File: config.mk
export PLATFORM = sky130hd
export DESIGN_NAME = ep2_port_scheduler_flat
export DESIGN_NICKNAME = d
export VERILOG_FILES = /design/src/rtl/ep2_port_scheduler_pkg.sv /design/src/rtl/ep2_port_scheduler_if.sv /design/src/rtl/ep2_port_scheduler_fifo_space.sv /design/src/rtl/ep2_port_scheduler.sv /design/src/flat_wrapper.sv
export SDC_FILE = /design/constraint.sdc
export NUM_CORES = 1
export LEC_CHECK = 0
export ABC_AREA = 1
export CAP_MARGIN = 30
export CORE_ASPECT_RATIO = 1.75
export CORE_MARGIN = 2
export CORE_UTILIZATION = 52
export DETAILED_ROUTE_END_ITERATION = 10
export PLACE_DENSITY = 0.82
export SLEW_MARGIN = 20
export SYNTH_ARGS = -nofsm -noshare
export SYNTH_HDL_FRONTEND = slang
export SYNTH_HIERARCHICAL = 1
export SYNTH_SLANG_ARGS = --single-unit
File: constraint.sdc
create_clock -name ep2_port_clk -period 4.3 [get_ports ep2_port_clk]
set_input_delay 1.075 -clock ep2_port_clk [delete_from_list [all_inputs] [get_ports ep2_port_clk]]
set_output_delay 1.075 -clock ep2_port_clk [all_outputs]
set_load 0.005 [all_outputs]
File: src/rtl/ep2_port_scheduler_pkg.sv
// Shared types, header field layout and small helpers for the EP2 port scheduler.
// Imported by the scheduler top level and its sub-modules.
package ep2_sched_pkg;

    typedef enum logic [2:0] {
        ST_HDR     = 3'd0,
        ST_LEN_HI  = 3'd1,
        ST_LEN_LO  = 3'd2,
        ST_PAYLOAD = 3'd3,
        ST_DISCARD = 3'd4
    } sched_state_e;

    localparam int          NUM_PORTS = 4;
    localparam int          PORT_LSB  = 0;
    localparam int          PORT_W    = 2;
    localparam logic [7:0]  RSVD_MASK = 8'hFC;

    function automatic logic [PORT_W-1:0] hdr_port(input logic [7:0] hdr);
        return hdr[PORT_LSB +: PORT_W];
    endfunction

    function automatic logic hdr_rsvd_bad(input logic [7:0] hdr);
        return ((hdr & RSVD_MASK) != 8'h00);
    endfunction

    function automatic logic [NUM_PORTS-1:0] port_onehot(input logic [PORT_W-1:0] port);
        return 4'b0001 << port;
    endfunction

    // Error counter sticks at its maximum instead of wrapping.
    function automatic logic [7:0] sat_inc8(input logic [7:0] val);
        return (val == 8'hFF) ? val : (val + 8'd1);
    endfunction

endpackage

File: src/rtl/ep2_port_scheduler_if.sv
// EP2 byte stream handshake between the FX2 interface (master) and the scheduler (slave).
interface ep2_port_scheduler_if;
    logic [7:0] in_data;
    logic       in_valid;
    logic       in_ready;

    modport master (output in_data, output in_valid, input in_ready);
    modport slave  (input in_data, input in_valid, output in_ready);
endinterface

File: src/rtl/ep2_port_scheduler_fifo_space.sv
// Free space of one tracking FIFO from its binary write/read pointers.
// One slot is always kept empty so equal pointers unambiguously mean empty.
module fifo_space_calc #(
    parameter int ADDR_WIDTH = 11
) (
    input  logic [ADDR_WIDTH-1:0] addr_in,
    input  logic [ADDR_WIDTH-1:0] addr_out,
    output logic [ADDR_WIDTH-1:0] space
);
    logic [ADDR_WIDTH-1:0] w_used;

    assign w_used = addr_in - addr_out;
    assign space  = {ADDR_WIDTH{1'b1}} - w_used;
endmodule

File: src/rtl/ep2_port_scheduler.sv
// Parses framed EP2 packets (header, big-endian length, payload) and steers payload
// bytes to the addressed port FIFO, stalling on low space and dropping bad packets.
module ep2_port_scheduler
    import ep2_sched_pkg::*;
#(
    parameter int ADDR_WIDTH   = 11,
    parameter int SPACE_MARGIN = 2
) (
    input  logic                              ep2_port_clk,
    input  logic                              reset,
    ep2_port_scheduler_if.slave               s_in,
    input  logic [NUM_PORTS*ADDR_WIDTH-1:0]   fifo_addr_in,
    input  logic [NUM_PORTS*ADDR_WIDTH-1:0]   fifo_addr_out,
    input  logic [NUM_PORTS-1:0]              port_enable,
    output logic [7:0]                        ep2_port_data,
    output logic [NUM_PORTS-1:0]              ep2_port_write,
    output logic                              busy,
    output logic [PORT_W-1:0]                 cur_port,
    output logic [7:0]                        err_count
);
    sched_state_e          r_state;
    logic [PORT_W-1:0]     r_port;
    logic                  r_drop;
    logic [7:0]            r_len_hi;
    logic [15:0]           r_remaining;
    logic [7:0]            r_data;
    logic [NUM_PORTS-1:0]  r_write;
    logic [7:0]            r_err;

    logic [ADDR_WIDTH-1:0] w_space [NUM_PORTS];
    logic                  w_in_ready;
    logic                  w_xfer;
    logic [15:0]           w_len;

    for (genvar g = 0; g < NUM_PORTS; g++) begin : g_space
        fifo_space_calc #(.ADDR_WIDTH(ADDR_WIDTH)) u_space (
            .addr_in  (fifo_addr_in [g*ADDR_WIDTH +: ADDR_WIDTH]),
            .addr_out (fifo_addr_out[g*ADDR_WIDTH +: ADDR_WIDTH]),
            .space    (w_space[g])
        );
    end

    // Ready depends only on registered state and pointers; the margin absorbs pointer lag.
    always_comb begin
        w_in_ready = 1'b1;
        case (r_state)
            ST_PAYLOAD: w_in_ready = (w_space[r_port] >= ADDR_WIDTH'(SPACE_MARGIN));
            default:    w_in_ready = 1'b1;
        endcase
    end

    assign s_in.in_ready = w_in_ready;
    assign w_xfer        = s_in.in_valid & w_in_ready;
    assign w_len         = {r_len_hi, s_in.in_data};

    // Packet parser FSM with the registered write port and error counter.
    always_ff @(posedge ep2_port_clk) begin
        if (reset) begin
            r_state     <= ST_HDR;
            r_port      <= {PORT_W{1'b0}};
            r_drop      <= 1'b0;
            r_len_hi    <= 8'h00;
            r_remaining <= 16'h0000;
            r_data      <= 8'h00;
            r_write     <= {NUM_PORTS{1'b0}};
            r_err       <= 8'h00;
        end else begin
            r_write <= {NUM_PORTS{1'b0}};
            case (r_state)
                ST_HDR: begin
                    if (w_xfer) begin
                        r_port  <= hdr_port(s_in.in_data);
                        r_drop  <= hdr_rsvd_bad(s_in.in_data) |
                                   ~port_enable[hdr_port(s_in.in_data)];
                        r_state <= ST_LEN_HI;
                    end
                end
                ST_LEN_HI: begin
                    if (w_xfer) begin
                        r_len_hi <= s_in.in_data;
                        r_state  <= ST_LEN_LO;
                    end
                end
                ST_LEN_LO: begin
                    if (w_xfer) begin
                        r_remaining <= w_len;
                        if (w_len == 16'h0000) begin
                            r_state <= ST_HDR;
                            if (r_drop) begin
                                r_err <= sat_inc8(r_err);
                            end
                        end else if (r_drop) begin
                            r_state <= ST_DISCARD;
                        end else begin
                            r_state <= ST_PAYLOAD;
                        end
                    end
                end
                ST_PAYLOAD: begin
                    if (w_xfer) begin
                        r_data      <= s_in.in_data;
                        r_write     <= port_onehot(r_port);
                        r_remaining <= r_remaining - 16'd1;
                        if (r_remaining == 16'd1) begin
                            r_state <= ST_HDR;
                        end
                    end
                end
                ST_DISCARD: begin
                    if (w_xfer) begin
                        r_remaining <= r_remaining - 16'd1;
                        if (r_remaining == 16'd1) begin
                            r_state <= ST_HDR;
                            r_err   <= sat_inc8(r_err);
                        end
                    end
                end
                default: begin
                    r_state <= ST_HDR;
                end
            endcase
        end
    end

    assign ep2_port_data  = r_data;
    assign ep2_port_write = r_write;
    assign busy           = (r_state != ST_HDR);
    assign cur_port       = r_port;
    assign err_count      = r_err;
endmodule

File: src/flat_wrapper.sv
// flat-port wrapper written by rule: the top's interface ports become plain ports
module ep2_port_scheduler_flat import ep2_sched_pkg::*;
#(
    parameter int ADDR_WIDTH   = 11,
    parameter int SPACE_MARGIN = 2
)
  (ep2_port_clk, reset, fifo_addr_in, fifo_addr_out, port_enable, ep2_port_data, ep2_port_write, busy, cur_port, err_count, s_in_in_data, s_in_in_valid, s_in_in_ready);
  ep2_port_scheduler_if s_in_i ();
  input  logic ep2_port_clk;
  input  logic reset;
  input  logic [NUM_PORTS*ADDR_WIDTH-1:0] fifo_addr_in;
  input  logic [NUM_PORTS*ADDR_WIDTH-1:0] fifo_addr_out;
  input  logic [NUM_PORTS-1:0] port_enable;
  output logic [7:0] ep2_port_data;
  output logic [NUM_PORTS-1:0] ep2_port_write;
  output logic busy;
  output logic [PORT_W-1:0] cur_port;
  output logic [7:0] err_count;
  input wire logic [$bits(s_in_i.in_data)-1:0] s_in_in_data;
  input wire logic [$bits(s_in_i.in_valid)-1:0] s_in_in_valid;
  output wire logic [$bits(s_in_i.in_ready)-1:0] s_in_in_ready;
  assign s_in_i.in_data = s_in_in_data;
  assign s_in_i.in_valid = s_in_in_valid;
  assign s_in_in_ready = s_in_i.in_ready;
  ep2_port_scheduler #(.ADDR_WIDTH(ADDR_WIDTH), .SPACE_MARGIN(SPACE_MARGIN)) u_core (.ep2_port_clk(ep2_port_clk), .reset(reset), .s_in(s_in_i), .fifo_addr_in(fifo_addr_in), .fifo_addr_out(fifo_addr_out), .port_enable(port_enable), .ep2_port_data(ep2_port_data), .ep2_port_write(ep2_port_write), .busy(busy), .cur_port(cur_port), .err_count(err_count));
endmodule
==> run metrics <==
Boundary Pins=roughly 130; library cell with the largest summed area after synthesis=nand2_1; Tot GR Track Use=27.9%; class of the tightest hold or removal check=flip-flop to flip-flop; final core area utilization=79.1%; clock latency at the later pin of the worst-skew pair=slightly below 300 ps; highest net fanout along the worst path=4; pin slew with the least headroom to its limit=around 710 ps; Worst path depth=18; depth of the worst register-to-register path=13; proportion of layout cells with a drive suffix above 1=19.5%; ordered cell list for the critical path=clkdlybuf4s50_1 -> inv_1 -> ha_4 -> nand2_1 -> nand2_1 -> nor2_1 -> nand2_1 -> nand2_1 -> nand2_1 -> inv_1 -> nand2_2 -> nor2_1 -> nand2_1 -> nand2_1 -> nand2_1 -> nand2_1 -> nand3_2 -> buf_2; Final HPWL DP=around 12 mm; area post-placement=around 7100 um^2; MaxCap Viol Count=0; number of detailed-routing iterations run before antenna repair=7; max_slew headroom=52.8%; DRT iter0 DRCs=500; std cell rows=49; final-stage net count=1254; clock tree root buffer cell=clkbuf_16; clock transition at the register clock pins on the worst setup and hold paths after CTS=70 ps; initial antenna violation count=0; total power draw=1.83 mW; number of nets with antenna violations after detailed routing=0; Power per Cell Area=around 230 nW/um^2; Max Buffers Root-to-Sink=2; post-route worst setup slack=-139 ps; average instance area after synthesis=5.80 um^2; Unique masters post-synth=36; highest cell delay on the worst timing path=around 450 ps; die boundary height=approximately 140 um; total nets after synthesis=1086; metal2 WL=a little over 10 mm; horizontal die dimension=just over 80 um; TritonCTS clock tree=done; category of the critical setup timing path=primary input to output pin; routed via count divided by cell count=5.45; share of the yosys chip area belonging to registers=18.4%; post-route cell area=between 8000 and 9000 um^2; global-route wire length before repair=25.5 mm; critical path's top delay family=simple AND/OR/NAND/NOR gates; Netlist Area Pre-Place=5430 um^2; total clock sinks=50; Worst Hold Slack=461 ps; CTS Hold Buffers Added=0; routed wire length per instance=around 15 um; # diodes=0; die footprint=11300 um^2; Final Setup Violations=1; weighted congestion at the end of routability-driven global placement=~0.91; final-report max-slew violation count=0; Data required, critical path=3220 ps; crit path launch type=primary input; result of the run=finished with violations; leading cell type in the layout, fill and taps excluded=nand2_1; grt total ovfl=0; Num CTS Buffers=5; DRC violation count after routing=0; number of global-route vias before repair=about 6100; max frequency=225 MHz; Pleak=approximately 4 nW; gate count of the mapped netlist=936; total instance count after detailed placement=approximately 1200; worst clock skew on the final layout=approximately 3.6 ps; combined buffer and inverter count along the critical path=4; time the worst path needs with I/O delays and setup=4440 ps; routed metal-1 wire length=approximately 6.2 mm; count of non-filler cells in the finished layout=1232; top routing layer used=met4; synthesis-stage register bit count=50; starting density of the core=roughly 53%; violated checks=setup timing; CP most frequent cell=nand2_1; deepest level of the CTS H-tree=2; slowest CP cell=clkdlybuf4s50_1; area share of the largest cell type after synthesis=approximately a fifth; final cycle utilization of the critical path=103%; Synth Warn #=6; Max rail drop VDD=0.000291 V; routed wire length=18.7 mm; Critical Path End Type=output pin; leading cell types by total area after synthesis=nand2_1 21%, dfxtp_1 18%, inv_1 11%; CP arrival=3360 ps; number of port buffers=126; Vias=6718; largest net degree at the start of global routing=29; signed area change from the synthesized netlist to the final layout=49.2%; hold path depth=2; number of endpoints with negative hold slack in the final report=0; commonest cells after routing, fill and taps aside=270 x nand2_1, 143 x inv_1, 106 x clkdlybuf4s50_1, 93 x nor2_1, 50 x dfxtp_1; wire length on met3=1.05 mm; placeable core area=10200 um^2
[final timing paths]
check,from,to,slack (ps)
setup / recovery,fifo_addr_in[28],s_in_in_ready,-140
hold / removal,u_core/ep2_port_data[2],u_core/ep2_port_data[2],460
hold reg to reg,u_core/ep2_port_data[2],u_core/ep2_port_data[2],460
setup reg to reg,u_core/cur_port[0],u_core/r_remaining[5],1730
[logic make-up (layout without fill, tap and decap cells)]
| logic type | count (synthesis) | after routing | share of synthesized area, % |
|---|---|---|---|
| flops | 50 | 50 | 18.4 |
| xor+xnor | 37 | 37 | 5.97 |
| compound gates | 86 | 86 | 8.39 |
| buf+inv | 176 | 345 | 12.9 |
| fa+ha+maj | 47 | 47 | 11.4 |
| simple gates | 540 | 540 | 42.9 |
[cells in the mapped netlist]
| master | number |
|---|---|
| buf_1 | 2 |
| a21oi_2 | 1 |
| nand3_1 | 66 |
| or2_1 | 1 |
| nor3b_1 | 1 |
| a221oi_1 | 1 |
| buf_6 | 3 |
| ha_1 | 43 |
| inv_2 | 2 |
| nor4_1 | 4 |
| xnor2_1 | 9 |
| o21ai_0 | 26 |
| nor2_4 | 1 |
| nand2_1 | 298 |
| nand3b_1 | 2 |
| a21oi_1 | 50 |
| dfxtp_1 | 50 |
| or2_2 | 6 |
| nor3_1 | 5 |
| nand3_2 | 9 |
| nor3_2 | 1 |
| buf_2 | 6 |
| clkinv_1 | 1 |
| nand2_2 | 5 |
| fa_1 | 4 |
| o31ai_1 | 1 |
| inv_1 | 153 |
| clkbuf_1 | 7 |
| o211ai_1 | 2 |
| o211a_1 | 1 |
| xor2_1 | 28 |
| nor2_1 | 104 |
| nor2_2 | 10 |
| nand4_1 | 27 |
| buf_4 | 2 |
| a31oi_1 | 4 |
[registers in the layout, summed over array words and instances, names as in the netlist]
signal and flops:
u_core/r_remaining 16, u_core/ep2_port_data 8, u_core/err_count 8, u_core/r_len_hi 8, u_core/ep2_port_write 4, u_core/r_state 3
u_core/cur_port 2, u_core/r_drop 1
[worst register-to-register path: stages, from the launching register on]
cell and delay, ps:
dfxtp_1 690, inv_2 270, nand2_1 130, nor2_1 70, nand2_1 110, nand2_1 70, nand2_1 60, nand2_1 70
nand3_2 110, buf_4 230, nand3_2 210, buf_12 220, o21ai_0 160, nor2_1 50
[where the power goes]
group | switching, mW | internal, mW
Combinational | 0.476 | 0.405
Clock | 0.172 | 0.275
Sequential | 0.0190 | 0.480
[metrics by stage]
stage                     setup TNS [ps]  setup WS (ps)
after detailed placement            -460           -460
after floorplan                        0            364
after global placement              -439           -439
after global routing                -331           -331
final                               -139           -139
after CTS                              0           2.03
[timing repair]
| item | in CTS | in global routing |
|---|---|---|
| pin swaps | 24 | 61 |
| gates resized for setup | 30 | 137 |
| buffers inserted | 3 | 3 |
| setup endpoints to repair | 1 | 1 |
[layout make-up]
class,instances,area (um^2)
Clock inverter,1,30.0
Multi-Input combinational cell,710,4450
Timing Repair Buffer,181,1740
Tap cell,127,159
Sequential cell,50,1000
Inverter,156,586
Clock buffer,7,133
Fill cell,707,2140
[per-layer routing]
layer / track usage (%) / up-vias
met1: 26.3 / 3077
met2: 55.1 / 281
met3: 3.19 / 87
met4: 14.9 / 0
li1: - / 3273
met5: 0 / -
Power figures use the tool's default switching activity.
